==> config.mk <==
export PLATFORM = sky130hd
export DESIGN_NAME = arith_wb_flat
export DESIGN_NICKNAME = d
export VERILOG_FILES = /design/src/rtl/arith_wb_pkg.sv /design/src/rtl/arith_wb_if.sv /design/src/rtl/arith_wb.sv /design/src/flat_wrapper.sv
export SDC_FILE = /design/constraint.sdc
export NUM_CORES = 1
export LEC_CHECK = 0
export ABC_AREA = 0
export BUFFER_PORTS_ARGS = -buffer_cell sky130_fd_sc_hd__buf_2
export CAP_MARGIN = 30
export CELL_PAD_IN_SITES_DETAIL_PLACEMENT = 1
export CELL_PAD_IN_SITES_GLOBAL_PLACEMENT = 1
export CORE_ASPECT_RATIO = 1.4
export CORE_MARGIN = 5
export CORE_UTILIZATION = 37
export CTS_BUF_LIST = sky130_fd_sc_hd__clkbuf_8 sky130_fd_sc_hd__clkbuf_16
export DETAILED_ROUTE_END_ITERATION = 8
export PLACE_DENSITY = 0.76
export SYNTH_ARGS = -nofsm -noshare
export SYNTH_HDL_FRONTEND = slang
export SYNTH_SLANG_ARGS = --single-unit
==> constraint.sdc <==
create_clock -name clk -period 1.85 [get_ports clk]
set_input_delay 0 -clock clk [delete_from_list [all_inputs] [get_ports clk]]
set_output_delay 0 -clock clk [all_outputs]
set_load 0.05 [all_outputs]
==> src/rtl/arith_wb_pkg.sv <==
// Shared opcode constants, FSM state type and widths for the arithmetic writeback sequencer.
package arith_pkg;

    localparam int DATA_W     = 16;
    localparam int REG_ADDR_W = 3;

    localparam logic [2:0] OP_ADD = 3'b000;
    localparam logic [2:0] OP_MUL = 3'b001;
    localparam logic [2:0] OP_SUB = 3'b010;
    localparam logic [2:0] OP_DIV = 3'b011;

    typedef enum logic [1:0] {
        IDLE  = 2'd0,
        WR_LO = 2'd1,
        WR_HI = 2'd2
    } wb_state_e;

    // Opcodes 100-111 are NOPs; everything with a clear MSB writes back.
    function automatic logic isArithOp(input logic [2:0] op);
        return !op[2];
    endfunction

endpackage

==> src/rtl/arith_wb_if.sv <==
// Handshake, register-file write port and status signals of the writeback sequencer.
interface arith_wb_if #(
    parameter int DATA_W     = 16,
    parameter int REG_ADDR_W = 3
);
    logic                    in_valid;
    logic                    in_ready;
    logic [2:0]              in_opcode;
    logic [2*DATA_W-1:0]     in_result;
    logic [REG_ADDR_W-1:0]   in_rd;
    logic                    rf_we;
    logic [REG_ADDR_W-1:0]   rf_waddr;
    logic [DATA_W-1:0]       rf_wdata;
    logic                    zero_flag;
    logic                    busy;

    modport master (
        output in_valid, in_opcode, in_result, in_rd,
        input  in_ready, rf_we, rf_waddr, rf_wdata, zero_flag, busy
    );

    modport slave (
        input  in_valid, in_opcode, in_result, in_rd,
        output in_ready, rf_we, rf_waddr, rf_wdata, zero_flag, busy
    );
endinterface

==> src/rtl/arith_wb.sv <==
// Writeback sequencer: one RF write for ADD/SUB/DIV, low-then-high writes for MUL.
// Optional write counter output wb_count enabled by ARITH_WB_PERF_EN.
module arith_wb
    import arith_pkg::*;
#(
    parameter int DATA_W     = arith_pkg::DATA_W,
    parameter int REG_ADDR_W = arith_pkg::REG_ADDR_W
) (
    input  logic       clk,
    input  logic       rst,
    arith_wb_if.slave  bus
`ifdef ARITH_WB_PERF_EN
    ,
    output logic [15:0] wb_count
`endif
);

    wb_state_e               state_q, state_d;
    logic [2:0]              opcode_q, opcode_d;
    logic [2*DATA_W-1:0]     result_q, result_d;
    logic [REG_ADDR_W-1:0]   rd_q, rd_d;
    logic                    zero_q;
    logic                    inReady_q;
    logic                    busy_q;
    logic                    rfWe_q;
    logic [REG_ADDR_W-1:0]   rfWaddr_q;
    logic [DATA_W-1:0]       rfWdata_q;
    logic                    xfer;
    logic                    startOp;

    assign xfer    = bus.in_valid && inReady_q;
    assign startOp = xfer && isArithOp(bus.in_opcode);

    // Next state and capture; capture happens on every transfer, NOPs included.
    always_comb begin
        state_d  = state_q;
        opcode_d = opcode_q;
        result_d = result_q;
        rd_d     = rd_q;
        if (xfer) begin
            opcode_d = bus.in_opcode;
            result_d = bus.in_result;
            rd_d     = bus.in_rd;
        end
        case (state_q)
            IDLE:    state_d = startOp ? WR_LO : IDLE;
            WR_LO: begin
                if (opcode_q == OP_MUL) state_d = WR_HI;
                else                    state_d = startOp ? WR_LO : IDLE;
            end
            WR_HI:   state_d = startOp ? WR_LO : IDLE;
            default: state_d = IDLE;
        endcase
    end

    // Outputs are registered from the next-state values so the RF port sees no input-to-output path.
    always_ff @(posedge clk or posedge rst) begin
        if (rst) begin
            state_q   <= IDLE;
            opcode_q  <= '0;
            result_q  <= '0;
            rd_q      <= '0;
            zero_q    <= 1'b0;
            inReady_q <= 1'b1;
            busy_q    <= 1'b0;
            rfWe_q    <= 1'b0;
            rfWaddr_q <= '0;
            rfWdata_q <= '0;
        end else begin
            state_q   <= state_d;
            opcode_q  <= opcode_d;
            result_q  <= result_d;
            rd_q      <= rd_d;
            if (state_q == WR_LO) zero_q <= (result_q == '0);
            inReady_q <= !((state_d == WR_LO) && (opcode_d == OP_MUL));
            busy_q    <= (state_d != IDLE);
            rfWe_q    <= (state_d != IDLE);
            case (state_d)
                WR_LO: begin
                    rfWaddr_q <= rd_d;
                    rfWdata_q <= result_d[DATA_W-1:0];
                end
                WR_HI: begin
                    rfWaddr_q <= rd_d + 1'b1;
                    rfWdata_q <= result_d[2*DATA_W-1:DATA_W];
                end
                default: begin
                    rfWaddr_q <= '0;
                    rfWdata_q <= '0;
                end
            endcase
        end
    end

    assign bus.in_ready  = inReady_q;
    assign bus.busy      = busy_q;
    assign bus.rf_we     = rfWe_q;
    assign bus.rf_waddr  = rfWaddr_q;
    assign bus.rf_wdata  = rfWdata_q;
    assign bus.zero_flag = zero_q;

`ifdef ARITH_WB_PERF_EN
    logic [15:0] wbCount_q;

    always_ff @(posedge clk or posedge rst) begin
        if (rst)                                wbCount_q <= '0;
        else if (rfWe_q && wbCount_q != 16'hFFFF) wbCount_q <= wbCount_q + 16'd1;
    end

    assign wb_count = wbCount_q;
`endif

endmodule

==> src/flat_wrapper.sv <==
// flat-port wrapper written by rule: the top's interface ports become plain ports
module arith_wb_flat import arith_pkg::*;
#(
    parameter int DATA_W     = arith_pkg::DATA_W,
    parameter int REG_ADDR_W = arith_pkg::REG_ADDR_W
)
  (clk, rst, bus_in_valid, bus_in_opcode, bus_in_result, bus_in_rd, bus_in_ready, bus_rf_we, bus_rf_waddr, bus_rf_wdata, bus_zero_flag, bus_busy);
  arith_wb_if #(.DATA_W(DATA_W), .REG_ADDR_W(REG_ADDR_W)) bus_i ();
  input  logic clk;
  input  logic rst;
  input wire logic [$bits(bus_i.in_valid)-1:0] bus_in_valid;
  input wire logic [$bits(bus_i.in_opcode)-1:0] bus_in_opcode;
  input wire logic [$bits(bus_i.in_result)-1:0] bus_in_result;
  input wire logic [$bits(bus_i.in_rd)-1:0] bus_in_rd;
  output wire logic [$bits(bus_i.in_ready)-1:0] bus_in_ready;
  output wire logic [$bits(bus_i.rf_we)-1:0] bus_rf_we;
  output wire logic [$bits(bus_i.rf_waddr)-1:0] bus_rf_waddr;
  output wire logic [$bits(bus_i.rf_wdata)-1:0] bus_rf_wdata;
  output wire logic [$bits(bus_i.zero_flag)-1:0] bus_zero_flag;
  output wire logic [$bits(bus_i.busy)-1:0] bus_busy;
  assign bus_i.in_valid = bus_in_valid;
  assign bus_i.in_opcode = bus_in_opcode;
  assign bus_i.in_result = bus_in_result;
  assign bus_i.in_rd = bus_in_rd;
  assign bus_in_ready = bus_i.in_ready;
  assign bus_rf_we = bus_i.rf_we;
  assign bus_rf_waddr = bus_i.rf_waddr;
  assign bus_rf_wdata = bus_i.rf_wdata;
  assign bus_zero_flag = bus_i.zero_flag;
  assign bus_busy = bus_i.busy;
  arith_wb #(.DATA_W(DATA_W), .REG_ADDR_W(REG_ADDR_W)) u_core (.clk(clk), .rst(rst), .bus(bus_i));
endmodule
# Word level (Yosys, flattened, before mapping)
# Index checks and enable logic that the tools add are counted.
# word_totals
out_inout_bits	23
reg_bits	62
input_bits	41
word_cells	33
# classes
n_reduce_logical	9
eq_ne	6
addsub	1
mux	8
# op_table
cell	count
zero test 32 bit	1
two-way mux 32 bit	1
one-hot mux 16 bit (2 select lines)	1
equality test 3 x 1 -> 1 bit (second input constant)	2
two-way mux 3 bit	2
one-hot mux 3 bit (2 select lines)	1
equality test 2 x 1 -> 1 bit (second input constant)	2
equality test 2 bit (second input constant)	2
one-hot mux 2 bit (2 select lines)	1
adder 3 x 1 -> 3 bit (second input constant)	1
logical AND 1 bit	3
zero test 1 bit	2
zero test 2 bit	1
two-way mux 2 bit	1
nonzero test 2 bit	1
OR reduction 2 bit	1
two-way mux 1 bit	1

# Depth between registers and ports, before layout
# logic_depth
ltp_word	8
mapped_depth	8
depth_no_buf	7

# Least setup slack after synthesis
# OpenSTA, ideal clock, no wires.
# synth_timing
path_kind	flip-flop to flip-flop
startpoint	register u_core.inReady_q, in the netlist u_core.bus.in_ready
endpoint	register u_core.inReady_q, in the netlist u_core.bus.in_ready
t_arrival_ns	1.954
setup_time_ns	0.094
path_buffers	1
required_ns	1.756
slack_ns	-0.198
stages_incl_launch_ff	8
synth_period_minus_slack_ns	2.048
path_cell_list	dfstp_2 -> nand2_2 -> nor2_1 -> and2_1 -> ha_1 -> buf_2 -> inv_1 -> or4b_1
# synth_between
elab_chain_cells	8
word_cells_on_any_way	10
cone_classes	eq/ne (2); mux (4); reduce/logical (4)
# synth_lines
element	line	source
from (decl)	arith_wb.sv:23	logic inReady_q;
from (signal assigned)	arith_wb.sv:75	inReady_q <= !((state_d == WR_LO) && (opcode_d == OP_MUL));
logical AND 1 bit (*)	arith_wb.sv:31	assign xfer = bus.in_valid && inReady_q;
logical AND 1 bit (*)	arith_wb.sv:32	assign startOp = xfer && isArithOp(bus.in_opcode);
two-way mux 1 bit (*)	arith_wb.sv:46, arith_wb.sv:49, arith_wb.sv:51	
two-way mux 2 bit	arith_wb.sv:48	if (opcode_q == OP_MUL) state_d = WR_HI;
one-hot mux 2 bit (2 select lines) (*)	arith_wb.sv:45	case (state_q)
net u_core.state_d[0]	arith_wb.sv:18	wb_state_e state_q, state_d;
equality test 2 x 1 -> 1 bit (*)	arith_wb.sv:75	
logical AND 1 bit (*)	arith_wb.sv:75	
zero test 1 bit (*)	arith_wb.sv:75	
# The timed path passes the listed nets; every way through them passes the cells marked *.
# A chain may end at the register's enable or synchronous reset.

# Final worst setup path
# Ends and elaborated chain as after synthesis.

==> results.md <==
- Run status: finished clean
- Fraction of registers with async set/reset: 1.00
- Synth Area per Inst: 10.3 µm²
- I/O Pins: between 60 and 70
- First-pass GRT wire length: approximately 14000 µm
- Post-Place Cells: ~440
- # diodes: 0
- Flops & latches, synth: 62
- GRT overflow: 0
- Antenna Nets Post-Route: 0
- Slowest cell delay on critical path: ~0.65 ns
- Drt drc: 0
- Top-area cell type share of the netlist area: 0.532
- Worst IR Drop VDD: roughly 0.42 mV
- Via Count: 2447
- Row Count: 38
- Seq/Total Area, Yosys: 0.541
- Die area: 9640 µm²
- Post-Layout Cell Count: 473
- Nets: 415
- Initial antenna violation count: 0
- GPL Wtd Cong: 0.771
- Routed len/inst: around 18 µm
- Die width: 84.4 µm
- Synth area leaders: dfrtp_1 53%, a21boi_0 8.9%, and3_1 7.4%
- Tot GR Track Use: 0.183
- Fmax achieved: roughly 550 MHz
- Largest net degree at the start of global routing: 45
- Crit share post-route: 0.981
- Ys flop type: dfrtp_1
- Startpoint Class: flip-flop
- Vias per std cell: 5.17
- Worst Path Max Fanout: 4
- Placeable core area: approximately 7700 µm²
- Number of synthesized flops with an enable pin: 0
- Netlist cell types: 33
- Clk buf depth: 2
- Final Max Slew Viols: 0
- Final wirelength: roughly 8500 µm
- Hold Vio Cnt, Final: 0
- H-tree depth: 3
- Area leader, netlist: dfrtp_1
- Crit Path Category: flip-flop to flip-flop
- HP Class: input pin to flip-flop
- Reg clk slew, reported paths: 0.06 ns
- Post-Syn Area: 2870 µm²
- Share of cells above drive strength 1: 0.378
- Layout area overhead: 33.6%
- Mapped Cells: 279
- CP required: 2.12 ns
- Yosys warning count: 0
- RSZ-0062 raised after global routing: true
- Post-DP HPWL: approximately 5600 µm
- Die H: 114 µm
- Max-cap violations: 0
- Pwr Total: 3.10 mW
- FF-to-FF path depth: 6
- IO buf count: 63
- Crit path time final: 1.81 ns
- Worst setup EP type: flip-flop
- Slew @ Worst Pin: about 0.72 ns
- Crit path cell chain: nand2_4, nor2_2, and2_1, ha_4, inv_2, or4b_1
- Endpoints failing setup: 0
- Hold path depth: 3
- Number of global-route vias before repair: 2780
- Clock Skews: 0.0104 ns
- Pwr dens: approximately 800 nW/µm²
- Leak: 1.90 nW
- TritonCTS clock tree: yes
- Crit path DAT: around 2.1 ns
- Worst skew pair latency: approximately 0.35 ns
- Initial Utilization: 0.375
- Layout fillers: 865
- Drt first pass iters: 4
- # clock sinks: 62
- Iter 0 DRT Violations: 101
- Rel. slew slack: 0.519
- CP max-delay cell: dfstp_4
- Root buffer cell: clkbuf_8
- Syn nets: between 300 and 400
- Cts bufs inserted: 9
==> synthesized netlist by cell type, types with 2 or more instances <==
| master | number |
|---|---|
| a21boi_0 | 34 |
| a21oi_1 | 19 |
| and3_1 | 34 |
| clkbuf_1 | 17 |
| dfrtp_1 | 61 |
| ha_1 | 4 |
| inv_1 | 4 |
| mux2_2 | 2 |
| nand2_1 | 5 |
| nand3_1 | 2 |
| nand4_1 | 2 |
| nor4_1 | 8 |
| o21ai_0 | 34 |
| or2_2 | 34 |
==> placed cells by master, fill, tap and decap left out, types with 2 or more instances in the layout <==
cell and n:
nand2_1 5, clkbuf_8 12, nand4_1 2, buf_4 12, dfrtp_1 61, or2_2 34
ha_2 2, a21boi_0 34, inv_1 3, buf_12 3, a21oi_1 18, nor4_1 8
nand3_1 2, mux2_2 2, inv_2 2, and3_1 34, o21ai_0 33, dlygate4sd3_1 20
buf_2 63
==> kinds of logic after synthesis <==
group / synth area share
and+or+nand+nor: 0.201
DFF: 0.541
AOI/OAI and AO/OA: 0.192
muxes: 0.0131
adders and majority gates: 0.0175
buffers and inverters: 0.0345
==> final timing paths <==
kind / startpoint / end / slack (ns)
max: u_core.bus.in_ready$_DFF_PP1_ / u_core.bus.in_ready$_DFF_PP1_ / 0.04
min: bus_in_result[7] / u_core.result_q[7]$_DFF_PP0_ / 0.007
max reg2reg: u_core.bus.in_ready$_DFF_PP1_ / u_core.bus.in_ready$_DFF_PP1_ / 0.04
min reg2reg: u_core.bus.zero_flag$_DFFE_PP0N_ / u_core.bus.zero_flag$_DFFE_PP0N_ / 0.51
max in group asynchronous: rst / u_core.result_q[14]$_DFF_PP0_ / 0.91
min in group asynchronous: rst / u_core.result_q[26]$_DFF_PP0_ / 0.32
==> layout make-up <==
cell class / count / area (µm²) / area share
Clock buffer: 12 / 165 / 0.0431
Multi-Input combinational cell: 192 / 1250 / 0.326
Clock inverter: 2 / 8.76 / 0.00229
Tap cell: 100 / 125 / 0.0327
Timing Repair Buffer: 100 / 706 / 0.184
Sequential cell: 62 / 1560 / 0.406
Inverter: 5 / 18.8 / 0.00490
==> power by group <==
| group | switching (mW) | internal, mW |
|---|---|---|
| clock network | 0.501 | 0.573 |
| logic | 0.271 | 0.240 |
| registers | 0.0532 | 1.46 |
==> layer usage <==
layer	wire, µm	global-route usage	vias up
li1	-	-	1162
met1	3260	0.199	1227
met4	210	0.106	0
met5	0	0	-
met3	308	0.0389	16
met2	4680	0.327	42
==> registers in the layout, indices dropped and copies added (netlist names) <==
register / count
u_core.result_q: 32
u_core.bus.busy: 1
u_core.bus.zero_flag: 1
u_core.bus.rf_waddr: 3
u_core.opcode_q: 3
u_core.rd_q: 3
u_core.bus.in_ready: 1
u_core.bus.rf_wdata: 16
u_core.state_q: 2
==> through the flow <==
stage / setup slack (ns) / hold slack, ns / instance area [µm²] / TNS [ns] / utilization
2_1_floorplan: -0.0548 / 0.157 / 2890 / -0.0785 / -
3_3_place_gp: 0.0625 / 0.161 / 3390 / 0 / 0.443
3_5_place_dp: 0.00273 / 0.166 / 3390 / 0 / 0.443
4_1_cts: 0.0372 / 0.000227 / 3770 / 0 / 0.492
5_1_grt: -0.0590 / 0.00452 / 3830 / -0.215 / 0.500
6_report: 0.0358 / 0.00718 / 3830 / 0 / 0.500
==> critical path: cells and delay by family (launching register included) <==
kind,cells,cell delay [ns]
and+or+nand+nor,4,0.85
DFF,1,0.65
adders and majority gates,1,0.19
buffers and inverters,1,0.04
==> what timing repair did <==
item	CTS	global route
hold endpoints to repair	49	0
resized for setup	1	7
hold buffers	20	0
endpoints found under the setup margin	1	18
cloned	0	1
pin swaps	0	1
buffers inserted	0	1
Note: power is estimated with default switching activity, not from simulation.
